[src/rtl/key_line_buffer.sv]
// Collects decoded PS/2 key codes into an edit line and commits it to a
// display buffer on Enter; the display is read back through a registered port.
module key_line_buffer #(
    parameter int unsigned DEPTH = 16,
    parameter int unsigned AW    = 4,
    parameter logic [3:0]  BLANK = 4'hF
) (
    input  logic          clock,
    input  logic          reset_n,
    input  logic          kb_break,
    input  logic [3:0]    kb_char,
    input  logic [AW-1:0] rd_addr,
    output logic [3:0]    rd_data,
    output logic [AW:0]   line_len,
    output logic [AW:0]   edit_len,
    output logic          line_done,
    output logic          overflow,
    output logic [7:0]    err_count
);

    localparam int unsigned LW = AW + 1;
    localparam logic [3:0] CODE_ERR   = 4'hB;
    localparam logic [3:0] CODE_ENTER = 4'hC;

    typedef enum logic [1:0] {IDLE, CAPTURE, DECODE} state_t;

    state_t     state;
    logic [2:0] brk_sync;
    logic       evt;
    logic [3:0] code_q;
    logic [3:0] edit    [DEPTH];
    logic [3:0] display [DEPTH];

    // Two flops retime the strobe, the third gives the previous value for edge detection.
    always_ff @(posedge clock or negedge reset_n) begin
        if (!reset_n) begin
            brk_sync <= 3'b000;
        end else begin
            brk_sync <= {brk_sync[1:0], kb_break};
        end
    end

    assign evt = brk_sync[1] & ~brk_sync[2];

    // kb_char is quasi-static by the time evt fires, so it is sampled directly.
    always_ff @(posedge clock or negedge reset_n) begin
        if (!reset_n) begin
            state     <= IDLE;
            code_q    <= 4'h0;
            edit_len  <= '0;
            line_len  <= '0;
            line_done <= 1'b0;
            overflow  <= 1'b0;
            err_count <= 8'h00;
            for (int i = 0; i < DEPTH; i++) begin
                edit[i]    <= BLANK;
                display[i] <= BLANK;
            end
        end else begin
            line_done <= 1'b0;
            case (state)
                IDLE: begin
                    if (evt) begin
                        code_q <= kb_char;
                        state  <= CAPTURE;
                    end
                end
                CAPTURE: begin
                    state <= DECODE;
                end
                DECODE: begin
                    state <= IDLE;
                    if (code_q <= 4'd9) begin
                        if (edit_len < LW'(DEPTH)) begin
                            edit[edit_len[AW-1:0]] <= code_q;
                            edit_len               <= edit_len + 1'b1;
                        end else begin
                            overflow <= 1'b1;
                        end
                    end else if (code_q == CODE_ENTER) begin
                        for (int i = 0; i < DEPTH; i++) begin
                            display[i] <= (LW'(i) < edit_len) ? edit[i] : BLANK;
                            edit[i]    <= BLANK;
                        end
                        line_len  <= edit_len;
                        edit_len  <= '0;
                        overflow  <= 1'b0;
                        line_done <= 1'b1;
                    end else if (code_q == CODE_ERR) begin
                        if (err_count != 8'hFF) begin
                            err_count <= err_count + 8'd1;
                        end
                    end
                end
                default: begin
                    state <= IDLE;
                end
            endcase
        end
    end

    // Registered read; sees display contents as they stood before any same-cycle commit.
    always_ff @(posedge clock or negedge reset_n) begin
        if (!reset_n) begin
            rd_data <= BLANK;
        end else begin
            rd_data <= ({1'b0, rd_addr} < line_len) ? display[rd_addr] : BLANK;
        end
    end

endmodule

[config.mk]
export PLATFORM = sky130hd
export DESIGN_NAME = key_line_buffer
export DESIGN_NICKNAME = d
export VERILOG_FILES = /design/src/rtl/key_line_buffer.sv
export SDC_FILE = /design/constraint.sdc
export NUM_CORES = 1
export LEC_CHECK = 0
export ABC_CLOCK_PERIOD_IN_PS = 1780
export CAP_MARGIN = 20
export CORE_MARGIN = 5
export CORE_UTILIZATION = 25
export DETAILED_ROUTE_END_ITERATION = 12
export PLACE_DENSITY = 0.42
export SETUP_SLACK_MARGIN = 0.5
export SYNTH_ARGS = -nofsm -noshare
export SYNTH_HDL_FRONTEND = slang
export SYNTH_SLANG_ARGS = --single-unit
[constraint.sdc]
create_clock -name clock -period 1.78 [get_ports clock]
set_input_delay 0.267 -clock clock [delete_from_list [all_inputs] [get_ports clock]]
set_output_delay 0.267 -clock clock [all_outputs]
set_load 0.02 [all_outputs]
# --- Word-level counts from Yosys, hierarchy flattened ---
# Cells that the tools add are included.
# Widths: inputs -> output; s select.
word_totals:
  regBits: 161
op_classes:
  eq_ne: 8
  bitwise: 6
  n_reduce_logical: 8
  magnitude_cmp: 22
  n_addsub: 2
  muxes: 37
op_table:
  columns: ["cell", "n"]
  rows:
  - ["$mux 64", 3]
  - ["$mux 4", 20]
  - ["$bwmux 64", 1]
  - ["$lt 4x5->1 const A", 8]
  - ["$lt 3x5->1 const A", 4]
  - ["$bmux 4 s4", 1]
  - ["$demux 4 s4", 1]
  - ["$mux 5", 3]
  - ["$ge 5x5->1 const B", 2]
  - ["$lt 1x5->1 const A", 2]
  - ["$lt 2x5->1 const A", 2]
  - ["$not 4->5", 2]
  - ["$reduce_and 3->1", 3]
  - ["$add 8x1->8 const B", 1]
  - ["$eq 4x4->1 const B", 2]
  - ["$ne 8x8->1 const B", 1]
  - ["$mux 1", 6]
  - ["$add 5x1->5 const B", 1]
  - ["$lt 4x5->1", 1]
  - ["$lt 5x1->1 const B", 1]
  - ["$lt 5x5->1 const B", 1]
  - ["$reduce_and 5->1", 1]
  - ["$le 4x4->1 const B", 1]
  - ["$ne 2x2->1 const B", 2]
  - ["other kinds (11)", 13]

# --- Longest topological paths before layout ---
depth:
  ltp_word: 8
  depth_mapped: 7

# --- Worst setup path after synthesis ---
# No wires, ideal clock.
synth_path:
  path_kind: "register to register"
  startpoint: "reg edit_len[1]"
  endpoint: "reg edit[56] in the netlist's numbering"
  setup_time_ns: 0.082
  t_arrival_ns: 1.790
  path_slack_ns: -0.092
  period_less_slack_ns: 1.872
  stages_incl_launch_ff: 7
  n_path_buf: 1
  path_cell_list: "dfrtp_1 > clkbuf_1 > inv_1 > ha_1 > a21oi_1 > a211oi_4 > mux2_2"
synth_via:
  elab_chain_len: 8
  elab_cells_between_ends: 12
  classes_between: "order compare: 3; eq/ne: 1; mux: 5; bitwise: 1; reduce/logical: 2"
synth_rtl:
  columns: ["element", "line_no", "source"]
  rows:
  - ["start: declaration", "15", "output logic [AW:0] edit_len,"]
  - ["start signal: assignment", "76", "edit_len <= edit_len + 1'b1;"]
  - ["$not 4->5 (implied by the code)", "75", "edit[edit_len[AW-1:0]] <= code_q;"]
  - ["$ge 5x5->1 (implied by the code) / $lt 5x1->1 (equally long branches)", "75", null]
  - ["$logic_and 1x1->1 (implied by the code)", "75", null]
  - ["$mux 4 (implied by the code)", "75", null]
  - ["$demux 4 s4", "75", null]
  - ["$bwmux 64", "75", null]
  - ["$mux 64", "74", "if (edit_len < LW'(DEPTH)) begin"]
  - ["$mux 64", "73", "if (code_q <= 4'd9) begin"]
  - ["end signal: indexed assignment", "75", null]
  - ["end: declaration", "31", "logic [3:0] edit [DEPTH];"]
# Parallel ways exist; a longest one is shown, timed or not. The select of a mux whose other input is x is not followed.
# A chain may end at the register's enable or synchronous reset.

# --- Worst setup path in the final report ---
layout_path:
  startpoint: "reg code_q[0]"
  endpoint: "reg display[56] in the netlist's numbering"
layout_via:
  elab_chain_len: 3
  elab_cells_between_ends: 4
  classes_between: "order compare: 1; eq/ne: 1; bitwise: 1; reduce/logical: 1"
layout_rtl:
  columns: ["element", "line_no", "source"]
  rows:
  - ["start: declaration", "30", "logic [3:0] code_q;"]
  - ["start signal: assignment", "64", "code_q <= kb_char;"]
  - ["$le 4x4->1", "73", null]
  - ["$not 1->1 (no line)", null, null]
  - ["$reduce_and 3->1 (no line) (*)", null, null]
  - ["end signal: indexed assignment", "82", "display[i] <= (LW'(i) < edit_len) ? edit[i] : BLANK;"]
  - ["end: declaration", "32", "logic [3:0] display [DEPTH];"]
# Mark *: on every way between the ends. The rest lies on a longest branch, timed or not.

==> flow_summary_export.csv <==
group,metric,value,unit
status,status,"complete, no violations",
clock_tree,clockBufferDepth,2,
clock_tree,clock_latency,0.44,ns
yosys,avgSynthCellArea,12.79,sq um
sta,worstMarginPinSlew,0.4536,ns
sta,fin_worst_hold_slack,0.2807,ns
sta,finalSetupViolCount,0,
global_routing,grt_max_degree,63,
clock_tree,clk_transition_reported_paths,0.08,ns
setup_path,path_class,"flip-flop to flip-flop",
setup_path,cp_common_cell,"buf_12",
yosys,synth_nets,607,
layout,antenna_cells,0,
route,routed_wirelength,22970,um
setup_path,cp_slowest_cell,"dfrtp_1",
sta,slew_headroom,69.76,%
setup_path,startpoint_type,"flip-flop",
route,initialDrtViolationCount,326,
die,io_pins,35,
layout,final_cell_mix,"132 x dfstp_2, 83 x buf_4, 59 x mux2_4",
die,core_area,29640,sq um
layout,syn_to_final_growth,47.52,%
layout,nNetsFinal,764,
die,dieArea,33660,sq um
yosys,synth_cell_types,55,
worst_hold_path,hold_path.class,"input port to flip-flop",
die,initial_core_util,25.38,%
yosys,async_reset_ff_share,100.0,%
yosys,ys_ff_latch,161,
setup_path,cp-end-kind,"flip-flop",
sta,hold_viol,0,
yosys,synth_top_area_share,46.11,%
setup_path,slowest_delay,0.40,ns
global_routing,first_global_vias,5703,
global_routing,antenna_found_initial,0,
clock_tree,clock-sinks,161,
sta,fin_skew,0.01449,ns
yosys,synth_area_leaders,"dfstp_2 46%, mux2_2 9.7%, dfrtp_1 9.6%",
layout,drive_above_1_share,68.47,%
global_routing,grt_pass1_wl,35450,um
power,p_leak,4.556,nW
route,ant_nets,0,
power,pwr_density_cell,1502,nW/um^2
clock_tree,cts_tree,"built",
yosys,synth_cells,588,
yosys,ys_seq_area_share,55.76,%
yosys,synth_edf_count,0,
sta,fin_crit_sh,95.63,%
die,die_h,183.5,um
place,place_congestion,0.8117,
setup_path,critPathRequiredTime,2.15,ns
route,vias,5416,
place,port_buffers,34,
yosys,yosysTopAreaCell,"dfstp_2",
route,via_per_inst,4.718,
sta,timing.fmax,587.5,MHz
setup_path,worstPathMaxFanout,8,
global_routing,grt_overflow_total,0,
clock_tree,cts_max_level,4,
yosys,yosys_warnings,0,
route,post_drt_wl_per_cell,20.00,um
layout,final_util,37.44,%
yosys,syn-cell-area,7522,sq um
setup_path,arrival,2.07,ns
die,die_x,183.5,um
route,first_pass_iters,4,
sta,finalMaxSlewViolations,0,
power,peakVddDrop,0.0007047,V
sta,post-route-min-period,1.702,ns
sta,rsz0062_at_grt,"true",
place,dp_hpwl,15330,um
die,rows,63,
global_routing,grt_util_all_layers,13.84,%
power,power.total,16.67,mW
setup_path,path_cells,"buf_6 > nor4b_4 > and2_4 > buf_12 > buf_12 > buf_16 > nor2_2 > a21oi_1",
clock_tree,cts_root_buffer,"clkbuf_16",
run,maxCapViolCount,0,
yosys,synthFlopType,"dfstp_2",
route,route.detailed.drc,0,
layout,final_common_cell,"dfstp_2",
clock_tree,cts_made_buffers,17,
layout make-up:
type / instances / area (sq um)
Clock buffer: 18 / 439.2
Clock inverter: 14 / 152.6
Fill cell: 2903 / 18540
Inverter: 13 / 51.30
Multi-Input combinational cell: 377 / 3839
Sequential cell: 161 / 4210
Tap cell: 390 / 488.0
Timing Repair Buffer: 175 / 1917
power breakdown:
group	switching [mW]	total [mW]	leakage, nW	internal (mW)
combinational	2.32	5.47	2.52	3.16
sequential	1.24	7.49	1.75	6.24
clock	1.78	3.71	0.294	1.93
total	5.34	16.7	4.56	11.3
sequential cells by signal, indices dropped and copies added, names as in the netlist, 3 cells and up:
signal	flops
display	64
edit	64
err_count	8
edit_len	5
line_len	5
code_q	4
rd_data	4
brk_sync	3
worst max-delay path, delay by kind of cell, from the launching register on:
family	cells	cell delay, ns
AND/OR/NAND/NOR	3	0.56
buffers and inverters	4	0.53
flip-flops	1	0.40
AO/OA/AOI/OAI	1	0.11
metal layers:
metal  track usage, %  part of all wire [%]  vias up
met5                0                     0        -
met4            3.337                   1.7        0
met3            2.810                   3.6       26
met2            21.78                    46       92
met1            19.67                    49     2831
li1                 -                     -     2467
Yosys cell counts, types with 5 or more instances:
library cell,n
dfstp_2,132
mux2_2,65
nor2_1,58
a21oi_1,40
o22a_1,40
dfrtp_1,29
nand2_1,28
clkbuf_1,17
mux4_2,16
buf_2,14
inv_1,13
o21ai_0,12
ha_1,8
nand3b_1,8
a22o_1,6
mux2i_1,6
nor2b_1,6
xor2_1,6
o21ai_4,5
what timing repair did:
| item | 4_1_cts | 5_1_grt |
|---|---|---|
| hold endpoints to repair | 22 | 0 |
| cloned | 7 | 2 |
| gates resized for setup | 237 | 75 |
| buffers inserted | 39 | 29 |
| pin swaps | 31 | 32 |
| hold buffers | 1 | 0 |
| endpoints found under the setup margin | 180 | 177 |
per-stage QoR:
stage | worst slack, ns | instances | cell area, sq um | setup TNS (ns)
floorplan | 0.05814 | 588 | 7859 | 0
global placement | -0.3528 | 1038 | 9029 | -1.227
detailed placement | -0.3856 | 1038 | 9029 | -1.355
CTS | 0.05360 | 1117 | 10540 | 0
global route | 0.001006 | 1148 | 11100 | 0
finish | 0.07777 | 1148 | 11100 | 0
final timing paths:
path                              from           to  slack [ns]  depth (start not counted)
min in group asynchronous      reset_n  display[23]        0.51                          2
max in group asynchronous      reset_n     edit[11]        0.82                          3
hold reg to reg            brk_sync[0]  brk_sync[1]        0.36                          0
setup reg to reg             code_q[0]  display[56]        0.08                          8
setup / recovery             code_q[0]  display[56]        0.08                          8
hold / removal                kb_break  brk_sync[0]        0.28                          1
logic make-up (layout without fill, tap and decap cells):
kind of cell / after synthesis / in the layout / share of synthesized area, %
xor+xnor: 7 / 7 / 0.8151
buf+inv: 51 / 220 / 3.227
simple gates: 127 / 127 / 8.333
mux: 88 / 88 / 15.47
fa+ha+maj: 8 / 8 / 1.331
flops: 161 / 161 / 55.76
compound gates: 146 / 147 / 15.07
Power figures use the tool's default switching activity.
